$ cat src/rtl/dual_ram_arb_pkg.sv
// Shared encodings for the dual-port RAM arbiter: FSM states and requester ids.
package dual_ram_arb_pkg;

  localparam logic [1:0] ST_NORMAL      = 2'd0;
  localparam logic [1:0] ST_LOCKED      = 2'd1;
  localparam logic [1:0] ST_WAIT_UNLOCK = 2'd2;

  localparam logic ID_M0 = 1'b0;
  localparam logic ID_M1 = 1'b1;

endpackage

$ cat src/rtl/dual_ram_arbiter_rr_arb2.sv
// Two-way round-robin grant with a last-grant pointer; mask0 removes m0 from contention.
module rr_arb2
  import dual_ram_arb_pkg::*;
(
  input  logic clk,
  input  logic rst,
  input  logic req0,
  input  logic req1,
  input  logic mask0,
  output logic gnt0,
  output logic gnt1
);

  logic last;
  logic cand0;
  logic cand1;

  assign cand0 = req0 & ~mask0 & ~rst;
  assign cand1 = req1 & ~rst;

  // On contention the requester that is not the pointer wins.
  assign gnt0 = cand0 & (~cand1 | (last == ID_M1));
  assign gnt1 = cand1 & (~cand0 | (last == ID_M0));

  always_ff @(posedge clk) begin
    if (rst) begin
      last <= ID_M1;
    end else if (gnt0) begin
      last <= ID_M0;
    end else if (gnt1) begin
      last <= ID_M1;
    end
  end

endmodule

$ cat src/rtl/dual_ram_arbiter.sv
// Arbitrates m0/m1 onto one RAM write port and one registered read port, with m1 lock.
//   state          | meaning
//   ST_NORMAL      | per-port round-robin
//   ST_LOCKED      | m1 exclusive, lock_cnt bounds the hold
//   ST_WAIT_UNLOCK | lock timed out, round-robin until m1_lock drops
module dual_ram_arbiter
  import dual_ram_arb_pkg::*;
#(
  parameter int DATA_WIDTH = 32,
  parameter int ADDR_WIDTH = 12,
  parameter int LOCK_MAX   = 64
) (
  input  logic                  clk,
  input  logic                  rst,
  input  logic                  m0_req,
  input  logic                  m0_we,
  input  logic [ADDR_WIDTH-1:0] m0_addr,
  input  logic [DATA_WIDTH-1:0] m0_wdata,
  input  logic                  m1_req,
  input  logic                  m1_we,
  input  logic [ADDR_WIDTH-1:0] m1_addr,
  input  logic [DATA_WIDTH-1:0] m1_wdata,
  input  logic                  m1_lock,
  output logic                  m0_gnt,
  output logic                  m1_gnt,
  output logic                  m0_rvalid,
  output logic                  m1_rvalid,
  output logic [DATA_WIDTH-1:0] m0_rdata,
  output logic [DATA_WIDTH-1:0] m1_rdata,
  output logic                  ram_rst_n,
  output logic                  ram_w_en,
  output logic [ADDR_WIDTH-1:0] ram_w_addr,
  output logic [DATA_WIDTH-1:0] ram_w_data,
  output logic                  ram_r_en,
  output logic [ADDR_WIDTH-1:0] ram_r_addr,
  input  logic [DATA_WIDTH-1:0] ram_r_data,
  output logic                  lock_timeout
);

  localparam int CW = $clog2(LOCK_MAX + 1);
  localparam logic [CW-1:0] LOCK_CNT_LAST = CW'(LOCK_MAX - 1);

  logic [1:0]            state;
  logic [CW-1:0]         lock_cnt;
  logic                  locked;
  logic                  wg0, wg1, rg0, rg1;
  logic                  r_pend;
  logic                  rd_id;
  logic                  byp_hit;
  logic [DATA_WIDTH-1:0] byp_data;
  logic [DATA_WIDTH-1:0] rd_data;

  assign locked = (state == ST_LOCKED);

  rr_arb2 u_wr_arb (
    .clk   (clk),
    .rst   (rst),
    .req0  (m0_req & m0_we),
    .req1  (m1_req & m1_we),
    .mask0 (locked),
    .gnt0  (wg0),
    .gnt1  (wg1)
  );

  rr_arb2 u_rd_arb (
    .clk   (clk),
    .rst   (rst),
    .req0  (m0_req & ~m0_we),
    .req1  (m1_req & ~m1_we),
    .mask0 (locked),
    .gnt0  (rg0),
    .gnt1  (rg1)
  );

  assign m0_gnt     = wg0 | rg0;
  assign m1_gnt     = wg1 | rg1;
  assign ram_rst_n  = ~rst;
  assign ram_w_en   = wg0 | wg1;
  assign ram_w_addr = wg1 ? m1_addr  : m0_addr;
  assign ram_w_data = wg1 ? m1_wdata : m0_wdata;
  assign ram_r_en   = rg0 | rg1;
  assign ram_r_addr = rg1 ? m1_addr  : m0_addr;

  always_ff @(posedge clk) begin
    if (rst) begin
      state        <= ST_NORMAL;
      lock_cnt     <= '0;
      lock_timeout <= 1'b0;
    end else begin
      lock_timeout <= 1'b0;
      case (state)
        ST_NORMAL: begin
          if (m1_gnt && m1_lock) begin
            state    <= ST_LOCKED;
            lock_cnt <= '0;
          end
        end
        ST_LOCKED: begin
          lock_cnt <= lock_cnt + CW'(1);
          if (!m1_lock) begin
            state <= ST_NORMAL;
          end else if (lock_cnt == LOCK_CNT_LAST) begin
            state        <= ST_WAIT_UNLOCK;
            lock_timeout <= 1'b1;
          end
        end
        ST_WAIT_UNLOCK: begin
          if (!m1_lock) state <= ST_NORMAL;
        end
        default: state <= ST_NORMAL;
      endcase
    end
  end

  // The RAM returns old data on a same-address collision, so the write data is replayed.
  always_ff @(posedge clk) begin
    if (rst) begin
      r_pend   <= 1'b0;
      rd_id    <= ID_M0;
      byp_hit  <= 1'b0;
      byp_data <= '0;
    end else begin
      r_pend   <= ram_r_en;
      rd_id    <= rg1 ? ID_M1 : ID_M0;
      byp_hit  <= ram_w_en & ram_r_en & (ram_w_addr == ram_r_addr);
      byp_data <= ram_w_data;
    end
  end

  assign rd_data   = byp_hit ? byp_data : ram_r_data;
  assign m0_rvalid = r_pend & ~rst & (rd_id == ID_M0);
  assign m1_rvalid = r_pend & ~rst & (rd_id == ID_M1);
  assign m0_rdata  = m0_rvalid ? rd_data : '0;
  assign m1_rdata  = m1_rvalid ? rd_data : '0;

endmodule

$ cat config.mk
export PLATFORM = sky130hd
export DESIGN_NAME = dual_ram_arbiter
export DESIGN_NICKNAME = d
export VERILOG_FILES = /design/src/rtl/dual_ram_arb_pkg.sv /design/src/rtl/dual_ram_arbiter_rr_arb2.sv /design/src/rtl/dual_ram_arbiter.sv
export SDC_FILE = /design/constraint.sdc
export NUM_CORES = 1
export LEC_CHECK = 0
export CAP_MARGIN = 25
export CORE_ASPECT_RATIO = 0.5
export CORE_MARGIN = 10
export CORE_UTILIZATION = 34
export DETAILED_ROUTE_END_ITERATION = 10
export PLACE_DENSITY_LB_ADDON = 0.3
export SLEW_MARGIN = 15
export SYNTH_ARGS = -nofsm -noshare
export SYNTH_HDL_FRONTEND = slang
export SYNTH_SLANG_ARGS = --single-unit
$ cat constraint.sdc
create_clock -name clk -period 2.1 [get_ports clk]
set_input_delay 0.315 -clock clk [delete_from_list [all_inputs] [get_ports clk]]
set_output_delay 0.315 -clock clk [all_outputs]
set_load 0.005 [all_outputs]
==> results.md <==
- Startpoint types: register
- Mapped Area: 3240 um^2
- RSZ-0062 raised after global routing: true
- Die Height: 89.0 um
- HP Start: lock_cnt[5]
- Worst-case clock buffer depth: 2
- Latest clock arrival within the worst-skew pair: 0.29 ns
- H-Tree Depth: 2
- Largest net degree at the start of global routing: 23
- Placed cells: 733
- Max-Cap Viols: 0
- Initial Utilization: 0.346
- Layout fillers: 579
- Number of synthesized flops with an enable pin: 0
- Register area: 948 um^2
- CP Capture Type: output pin
- Vias in the first global route: 4045
- Vias post-DR: 3830
- Final hold slack: 0.525 ns
- Reg-to-reg setup timing slack: 0.07 ns
- Tmin final: 2.31 ns
- Cells after Synth: 345
- Pwr dens: 395 nW/um^2
- GR Overflow Total: 0
- Hold Path Class: reg2reg
- Layout Skew: 0.00560 ns
- Crit path launch: state[0]
- Crit-path max FO: 3
- Initial antenna violation count: 0
- FF+latch count, synth: 47
- Max Freq: 0.433 GHz
- Cell seen most often among critical-path stages: buf_6
- Total CTS buffers: 5
- WP data arrival: 2.00 ns
- Antenna diodes: 0
- Clock transition at path regs: 0.07 ns
- Area used by multi-input combinational logic: 2310 um^2
- Die area: 14100 um^2
- Fin cells: 793
- Final Hold Fails: 0
- Antenna Nets Post-Route: 0
- Yosys warning count: 0
- Syn nets: 473
- Core Rows: 25
- Slew Viols, Final: 0
- Data required time of the worst path: 1.78 ns
- Iteration-0 DRC Markers: 160
- IO Port Bufs: 254
- Nets: 799
- Worst path slowest cell: dfxtp_2
- CTS tree: built
- Post-synth ARST share: 0
- Violations in the final reports: setup timing
- Drt total wl: 16.3 mm
- Pleak: 3.78 nW
- Tcrit/Tclk final: 1.10
- Post-Syn Area per Cell: 9.38 um^2
- Peak supply drop: 0.223 mV
- Unique masters post-synth: 46
- I/O pin total: 255
- Routability cong.: 0.895
- GRT Overall Usage: 0.205
- Setup ws final: -0.211 ns
- Slew @ Worst Pin: 0.380 ns
- Core area: 9350 um^2
- Final setup vio count: 56
- Die span in x: 158 um
- Post-DP HPWL: 11.1 mm
- Reg-to-Reg Start: state[0]
- Global-route wire length before repair: 22.4 mm
- P&R area growth vs syn: 123%
- Drt wl/cell: 20.6 um
- Vias/cell: 4.83
- Register area share after synthesis: 0.291
- Share of cells above drive strength 1: 0.356
- CP cell instances: nor2b_4, nor4_4, buf_4, nor3_4, buf_6, buf_6, mux2_4, buf_6
- Relative slew slack: 0.745
- Top FF cell, synth: dfxtp_1
- Setup Crit Path Kind: reg2out
- Largest stage delay, worst path: 0.33 ns
- Critical path buffers and inverters: 4
- Status: finished with violations
- Delay-heaviest family, CP: simple AND/OR/NAND/NOR gates
- Clock root cell: clkbuf_16
- Drt drc: 0
- CTS sink cnt: 47
- CTS hold repair buffers: 0
- 1st-pass router iterations: 4
==> state kept, by name (all words and copies together), names as in the netlist <==
| register | cells |
|---|---|
| byp_hit | 1 |
| rd_id | 1 |
| byp_data | 32 |
| u_rd_arb.last | 1 |
| state | 2 |
| u_wr_arb.last | 1 |
| lock_timeout | 1 |
| r_pend | 1 |
| lock_cnt | 7 |
==> path summary, 6_finish.rpt <==
check                   to  depth (start not counted)
max          ram_r_addr[1]                          8
min            lock_cnt[5]                          1
max reg2reg   byp_data[18]                         10
min reg2reg    lock_cnt[5]                          1
==> worst register-to-register path: cells and delay by family (launching register included) <==
| kind | cells | cell delay, ns |
|---|---|---|
| multiplexers | 1 | 0.33 |
| flip-flops | 1 | 0.32 |
| AND/OR/NAND/NOR | 2 | 0.28 |
| AO/OA/AOI/OAI | 1 | 0.25 |
| buffers and inverters | 6 | 0.76 |
==> power breakdown <==
part	total, mW	switching [mW]	internal (mW)
Combinational	1.04	0.355	0.688
Sequential	0.956	0.0195	0.936
Clock	0.861	0.353	0.507
Total	2.86	0.728	2.13
==> synth_stat cells, types with 2 or more instances <==
master,number,area (um^2)
and2_1,34,213
clkbuf_1,12,45.0
buf_6,3,33.8
nand3_1,6,30.0
o21ai_0,4,20.0
a211oi_1,3,22.5
nand2b_1,3,18.8
nand2_1,6,22.5
a21oi_1,4,20.0
inv_1,7,26.3
buf_4,3,22.5
a31o_2,2,17.5
mux2_4,37,556
nor2_1,68,255
nor2b_1,2,12.5
nor3_1,5,25.0
a22o_1,2,17.5
o21a_1,2,15.0
o211a_1,2,20.0
buf_2,4,20.0
mux2_2,20,225
xor2_1,11,96.3
and3_1,3,18.8
dfxtp_1,47,941
nor4_1,3,18.8
mux2i_1,32,320
==> cell type report <==
class | count | area share
clock buffer | 7 | 0.0211
multi-input combinational | 269 | 0.320
inverter | 7 | 0.00363
timing repair buffer | 341 | 0.503
clock inverter | 1 | 0.00104
sequential | 47 | 0.131
tap | 121 | 0.0209
==> cell usage in the layout, fill, tap and decap left out, types with 3 or more instances in the layout <==
cell / count
nand2b_1: 3
a21oi_1: 4
dlymetal6s2s_1: 33
buf_6: 75
nor3_1: 5
buf_8: 4
a211oi_1: 3
dfxtp_2: 3
mux2i_2: 5
o21ai_0: 4
mux2i_1: 27
and2_1: 34
clkbuf_16: 7
and3_1: 3
buf_12: 9
nand3_1: 4
xor2_1: 11
dlygate4sd2_1: 9
nor2_1: 66
buf_4: 50
inv_2: 3
mux2_4: 55
clkdlybuf4s50_1: 155
nand2_1: 5
inv_1: 4
dfxtp_1: 43
==> timing repair <==
| item | CTS | global route |
|---|---|---|
| setup buffers | 34 | 21 |
| endpoints found under the setup margin | 126 | 122 |
| hold endpoints to repair | 0 | 0 |
| gates resized for setup | 362 | 59 |
| pin swaps | 4 | 4 |
| gates cloned | 6 | 2 |
==> through the flow <==
step                      setup slack [ns]  area (um^2)  power [mW]  setup TNS, ns  utilization
after floorplan                      0.198         3240        1.28              0            -
final                               -0.211         7230        2.86          -7.29        0.773
after global placement              -0.848         6100        1.82         -73.54        0.652
after CTS                           -0.287         7000        2.85          -9.35        0.748
after detailed placement            -0.860         6100        1.83         -75.95        0.652
after global routing                -0.285         7230        2.98         -10.90        0.773
==> layer usage <==
| layer | part of all wire | GRT usage | up-vias |
|---|---|---|---|
| li1 | - | - | 1837 |
| met1 | 0.36 | 0.215 | 1803 |
| met2 | 0.54 | 0.397 | 164 |
| met3 | 0.081 | 0.0658 | 26 |
| met4 | 0.018 | 0.0468 | 0 |
| met5 | 0 | 0 | - |
==> logic make-up after synthesis <==
family | after synthesis | share of synthesized area
XOR/XNOR | 12 | 0.0325
multiplexers | 89 | 0.340
flip-flops | 47 | 0.291
AO/OA/AOI/OAI | 28 | 0.0715
buffers and inverters | 30 | 0.0518
adder cells (fa/ha/maj) | 1 | 0.00386
AND/OR/NAND/NOR | 138 | 0.210
Power figures use the tool's default switching activity.
